===== config.mk =====
export PLATFORM = sky130hd
export DESIGN_NAME = pc_fetch_ctrl
export DESIGN_NICKNAME = d
export VERILOG_FILES = /design/src/rtl/pc_fetch_ctrl.sv
export SDC_FILE = /design/constraint.sdc
export NUM_CORES = 1
export LEC_CHECK = 0
export ABC_AREA = 1
export CORE_MARGIN = 10
export CORE_UTILIZATION = 50
export DETAILED_ROUTE_END_ITERATION = 12
export PLACE_DENSITY = 0.82
export SLEW_MARGIN = 5
export SYNTH_ARGS = -nofsm -noshare
export SYNTH_HDL_FRONTEND = slang
export SYNTH_SLANG_ARGS = --single-unit

===== constraint.sdc =====
create_clock -name clk -period 2.3 [get_ports clk]
set_input_delay 0.69 -clock clk [delete_from_list [all_inputs] [get_ports clk]]
set_output_delay 0.69 -clock clk [all_outputs]
set_load 0.03 [all_outputs]

===== src/rtl/pc_fetch_ctrl.sv =====
// pc_fetch_ctrl -- program-counter controller for the IF stage.
//
// Holds the fetch PC, advances it by INC when the hazard unit allows,
// takes redirects from EX, and buffers a redirect that arrives during
// a stall so it is applied once the stall releases. The first edge after
// reset is a boot bubble that presents RESET_VECTOR as the first fetch.
//
// Optional feature: define PC_ALIGN_CHECK_EN to replace misaligned
// redirect targets with TRAP_VECTOR and pulse misalign_trap.
//
// Ports:
//   clk              rising-edge clock
//   reset            asynchronous, active-low reset
//   PCWrite          1 = PC may advance, 0 = stall
//   redirect_valid   redirect request from EX
//   redirect_target  redirect destination (XLEN bits)
//   PC_Out           registered fetch address
//   fetch_valid      registered, PC_Out is a real fetch this cycle
//   redirect_pending registered, a buffered redirect is waiting
//   misalign_trap    one-cycle pulse when TRAP_VECTOR is first shown

module pc_fetch_ctrl #(
  parameter int unsigned     XLEN         = 64,
  parameter logic [XLEN-1:0] RESET_VECTOR = '0,
  parameter int unsigned     INC          = 4,
  parameter logic [XLEN-1:0] TRAP_VECTOR  = XLEN'(64'h100)
) (
  input  logic            clk,
  input  logic            reset,
  input  logic            PCWrite,
  input  logic            redirect_valid,
  input  logic [XLEN-1:0] redirect_target,
  output logic [XLEN-1:0] PC_Out,
  output logic            fetch_valid,
  output logic            redirect_pending,
  output logic            misalign_trap
);

  typedef enum logic [1:0] {
    BOOT = 2'd0,
    RUN  = 2'd1,
    PEND = 2'd2
  } state_t;

  localparam logic [XLEN-1:0] INC_W = XLEN'(INC);

  state_t          state, state_next;
  logic [XLEN-1:0] pend_target, pend_target_next;
  logic [XLEN-1:0] pc_next;
  logic            fetch_valid_next;
  logic            pending_next;
  logic            apply_redirect;
  logic [XLEN-1:0] apply_target;

`ifdef PC_ALIGN_CHECK_EN
  // INC is a power of two, so its low bits form the alignment mask.
  localparam logic [XLEN-1:0] ALIGN_MASK = XLEN'(INC - 1);
  logic misaligned;
  logic trap_next;
`endif

  always_ff @(posedge clk or negedge reset) begin
    if (!reset) state <= BOOT;
    else        state <= state_next;
  end

  always_comb begin
    state_next = state;
    case (state)
      BOOT:    state_next = redirect_valid ? PEND : RUN;
      RUN:     if (redirect_valid && !PCWrite) state_next = PEND;
      PEND:    if (PCWrite) state_next = RUN;
      default: state_next = BOOT;
    endcase
  end

  // Next values of the registered outputs and the redirect buffer.
  // apply_redirect marks the edge on which a target (direct or buffered)
  // is loaded into the PC; the alignment check hooks in only there.
  always_comb begin
    pc_next          = PC_Out;
    fetch_valid_next = fetch_valid;
    pending_next     = redirect_pending;
    pend_target_next = pend_target;
    apply_redirect   = 1'b0;
    apply_target     = redirect_target;
    case (state)
      BOOT: begin
        fetch_valid_next = 1'b1;
        if (redirect_valid) begin
          pend_target_next = redirect_target;
          pending_next     = 1'b1;
        end
      end
      RUN: begin
        if (redirect_valid && PCWrite) begin
          apply_redirect = 1'b1;
        end else if (redirect_valid) begin
          pend_target_next = redirect_target;
          fetch_valid_next = 1'b0;
          pending_next     = 1'b1;
        end else if (PCWrite) begin
          pc_next = PC_Out + INC_W;
        end
      end
      PEND: begin
        if (PCWrite) begin
          // A redirect arriving on the release edge is newer than the buffer.
          apply_redirect   = 1'b1;
          apply_target     = redirect_valid ? redirect_target : pend_target;
          fetch_valid_next = 1'b1;
          pending_next     = 1'b0;
        end else if (redirect_valid) begin
          pend_target_next = redirect_target;
        end
      end
      default: begin
        fetch_valid_next = 1'b0;
        pending_next     = 1'b0;
      end
    endcase

`ifdef PC_ALIGN_CHECK_EN
    misaligned = |(apply_target & ALIGN_MASK);
    trap_next  = apply_redirect && misaligned;
    if (apply_redirect) pc_next = misaligned ? TRAP_VECTOR : apply_target;
`else
    if (apply_redirect) pc_next = apply_target;
`endif
  end

  always_ff @(posedge clk or negedge reset) begin
    if (!reset) begin
      PC_Out           <= RESET_VECTOR;
      fetch_valid      <= 1'b0;
      redirect_pending <= 1'b0;
      pend_target      <= '0;
    end else begin
      PC_Out           <= pc_next;
      fetch_valid      <= fetch_valid_next;
      redirect_pending <= pending_next;
      pend_target      <= pend_target_next;
    end
  end

`ifdef PC_ALIGN_CHECK_EN
  always_ff @(posedge clk or negedge reset) begin
    if (!reset) misalign_trap <= 1'b0;
    else        misalign_trap <= trap_next;
  end
`else
  // Constant zero; the AND keeps TRAP_VECTOR referenced so the parameter
  // list is identical in both builds.
  assign misalign_trap = 1'b0 & (|TRAP_VECTOR);
`endif

endmodule


==> results.yml <==
floorplan:
  die_x_um: 152
  die_height_um: 152
  die_area_sq_um: 23300
  rows: 48
  num_io_pins: 135
  start_util: 0.509
  coreArea_sq_um: 17200
yosys:
  synth_area_sq_um: 8780
  ys_ff_latch: 132
  yosysMostFrequentCell: "nand2_1"
  synth_ff_type: "dfrtp_1"
  synth_top_area_frac: 0.376
  ys_warn_count: 0
  synth_nets: 1400
  ys_types: 34
  synth_area_leader_cell: "dfrtp_1"
  netlist_instances: 1326
  ys_seq_area_frac: 0.376
  synth.area.top_cells: "dfrtp_1 38%, nand2_1 18%, o21ai_0 9.6%, nor2_1 8.0%, inv_1 4.4%"
  ys_async_sr_fraction: 1.00
  synth_edf_count: 0
  synth.avg_cell_area_sq_um: 6.62
  synth_common_cells: "427 x nand2_1, 188 x nor2_1, 169 x o21ai_0"
pwr:
  internal-power_w: 0.00758
  p_leak_nw: 5.25
  powerDensity_nw_per_um2: 1270
  combPwrFrac: 0.512
  switching_power_w: 0.00658
  swShare: 0.465
  power_frac_seq: 0.304
  pwr-share-clk: 0.184
  irDropWorstVdd_mv: 0.795
final_layout:
  multiInputGateArea_sq_um: 4770
  syn2layout_area_growth_pct: 27.1
  final_net_count: 1531
  drive_above_1_share: 0.0660
  fill_cells: 1522
  fin_cells: 1694
  fin_util: 0.647
  seqCellArea_sq_um: 3300
  antenna-diode-count: 0
  final_area_sq_um: 11200
place:
  place.gp.congestion: 1.02
  dp_cells: 1663
  pre_cts_ws_ns: -0.152
  io_buffers: 133
  placed_cell_area_sq_um: 10600
  hpwl_um: 22700
global_routing:
  antenna_found_initial: 0
  overflow: 0
  grt_usage: 0.249
  grt_pass1_vias: 8803
  grt_start_max_net_pins: 77
  grt_pass1_wl_um: 47400
timing:
  hold_viol: 0
  skew_ns: 0.00841
  max_freq_ghz: 0.436
  tightest_slew_ns: 0.612
  fin_ws_ns: 0.00634
  period_minus_slack_ns: 2.29
  relSlewSlack: 0.590
  fin_crit_sh: 0.997
  setup_viol: 0
  finalMaxSlewViolations: 0
  rsz0062_at_grt: "no"
  fin_hold_ws_ns: 0.182
clock_network:
  cts.clk_slew.worst_paths_ns: 0.06
  cts_num_sinks: 132
  cts_htree_levels: 4
  cts_tree: "built"
  cts_buffers: 17
  clock_path_buffers: 2
  cts_root_buf: "clkbuf_16"
  cts.hold.buffers_added: 0
  clk_latency_ns: 0.42
critical_path:
  rrSetupSlack_ns: 0.21
  worstSetupStartpoint: "PC_Out[20]"
  required_ns: 1.61
  cpPeakStageDelay_ns: 0.76
  crit_buf_inv: 1
  worstSetupEndpointType: "output port"
  cp_max_fo: 4
  cp-start-kind: "flop"
  crit_family: "buffers and inverters"
  crit_type: "reg2out"
  r2r-end: "PC_Out[51]"
  timing.rr.start: "state[0]"
  reg2regPathDepth: 9
  crit_cells: 1
  crit_slowest_cell: "clkdlybuf4s50_1"
  worstSetupEndpoint: "PC_Out[20]"
  crit_arrival_ns: 1.60
  path_cells: "clkdlybuf4s50_1"
route:
  wl_um: 30200
  firstDrtPassIters: 6
  vias: 9500
  drcViolationCount: 0
  wl_per_cell_um: 17.8
  viasPerCell: 5.61
  drt_iter0_drc: 1095
  ant_nets: 0
outcome:
  outcome: "finished, final reports clean"
hold_path:
  hp-class: "in2async"
flow_run:
  max-cap-violations: 0
## worst min-delay path by stage
stage	depth (start not counted)	slack (ns)	start	to
after global routing	1	0.20	reset	state[0]
after detailed placement	2	0.49	PC_Out[0]	PC_Out[0]
after global placement	2	0.49	PC_Out[0]	PC_Out[0]
after floorplan	0	0.39	reset	PC_Out[0]
final	1	0.18	reset	state[0]
after CTS	1	0.18	reset	state[0]
## logic make-up after synthesis
group | after synthesis | share of synthesized area
other | 1 | 0.000427
xor gates and xnor gates | 17 | 0.0170
buffers and inverters | 171 | 0.0820
adders and majority gates | 6 | 0.00855
and+or+nand+nor | 697 | 0.316
AOI/OAI and AO/OA | 279 | 0.173
DFF | 132 | 0.376
muxes | 23 | 0.0262
## layout make-up
class / instances / area share
clock buffers: 23 / 0.0428
well taps: 225 / 0.0252
repair buffers: 176 / 0.165
multi-input cells: 1023 / 0.428
flip-flops and latches: 132 / 0.296
clock inverters: 8 / 0.00684
inverters: 107 / 0.0360
## layout by cell type (no fill, tap or decap), drive strengths merged, types with 14 or more instances in the layout
| master | netlist | final |
|---|---|---|
| nand3 | 56 | 56 |
| nand2 | 429 | 429 |
| clkbuf | 33 | 23 |
| o21ai | 179 | 179 |
| dfrtp | 132 | 132 |
| mux2i | 23 | 23 |
| nor2 | 195 | 195 |
| inv | 107 | 108 |
| buf | 31 | 45 |
| dlygate4sd2 | 0 | 17 |
| o211ai | 14 | 14 |
| clkdlybuf4s50 | 0 | 104 |
| a21oi | 61 | 61 |
## sequential cells by signal (all words and copies together), names as in the netlist
name and count:
pend_target 64, PC_Out 64, fetch_valid 1, redirect_pending 1, state 2
## power groups by stage
| stage | combinational (W) | sequential, W | clock [W] |
|---|---|---|---|
| floorplan | 0.00353 | 0.00502 | 0 |
| global placement | 0.00707 | 0.00428 | 0 |
| detailed placement | 0.00726 | 0.00430 | 0 |
| CTS | 0.00723 | 0.00427 | 0.00261 |
| global route | 0.00793 | 0.00441 | 0.00269 |
| finish | 0.00726 | 0.00431 | 0.00260 |
## per-layer routing
| layer | global-route usage | vias to the layer above | part of all wire |
|---|---|---|---|
| li1 | - | 4526 | - |
| met1 | 0.341 | 4420 | 0.43 |
| met2 | 0.379 | 482 | 0.45 |
| met3 | 0.0545 | 72 | 0.091 |
| met4 | 0.0908 | 0 | 0.029 |
| met5 | 0 | - | 0 |
## stage by stage
| step | setup TNS (ns) | power [W] |
|---|---|---|
| after floorplan | 0 | 0.00855 |
| after global placement | -0.529 | 0.0114 |
| after detailed placement | -1.43 | 0.0116 |
| after CTS | 0 | 0.0141 |
| after global routing | 0 | 0.0150 |
| final | 0 | 0.0142 |
## worst reg2reg max path: stages (launching register included)
cell,delay (ns)
dfrtp_1,0.43
inv_1,0.16
ha_1,0.23
nand2_2,0.12
nand2_1,0.16
nand2_4,0.10
buf_12,0.22
a21oi_1,0.32
nor2_1,0.08
a21oi_1,0.18
## what timing repair did
| item | in CTS | in global routing |
|---|---|---|
| gates resized for setup | 17 | 11 |
| endpoints found under the setup margin | 17 | 11 |
| setup buffers | 0 | 0 |
| pin swaps | 0 | 0 |
| endpoints found under the hold margin | 0 | 0 |
(Power assumes the default switching activity.)
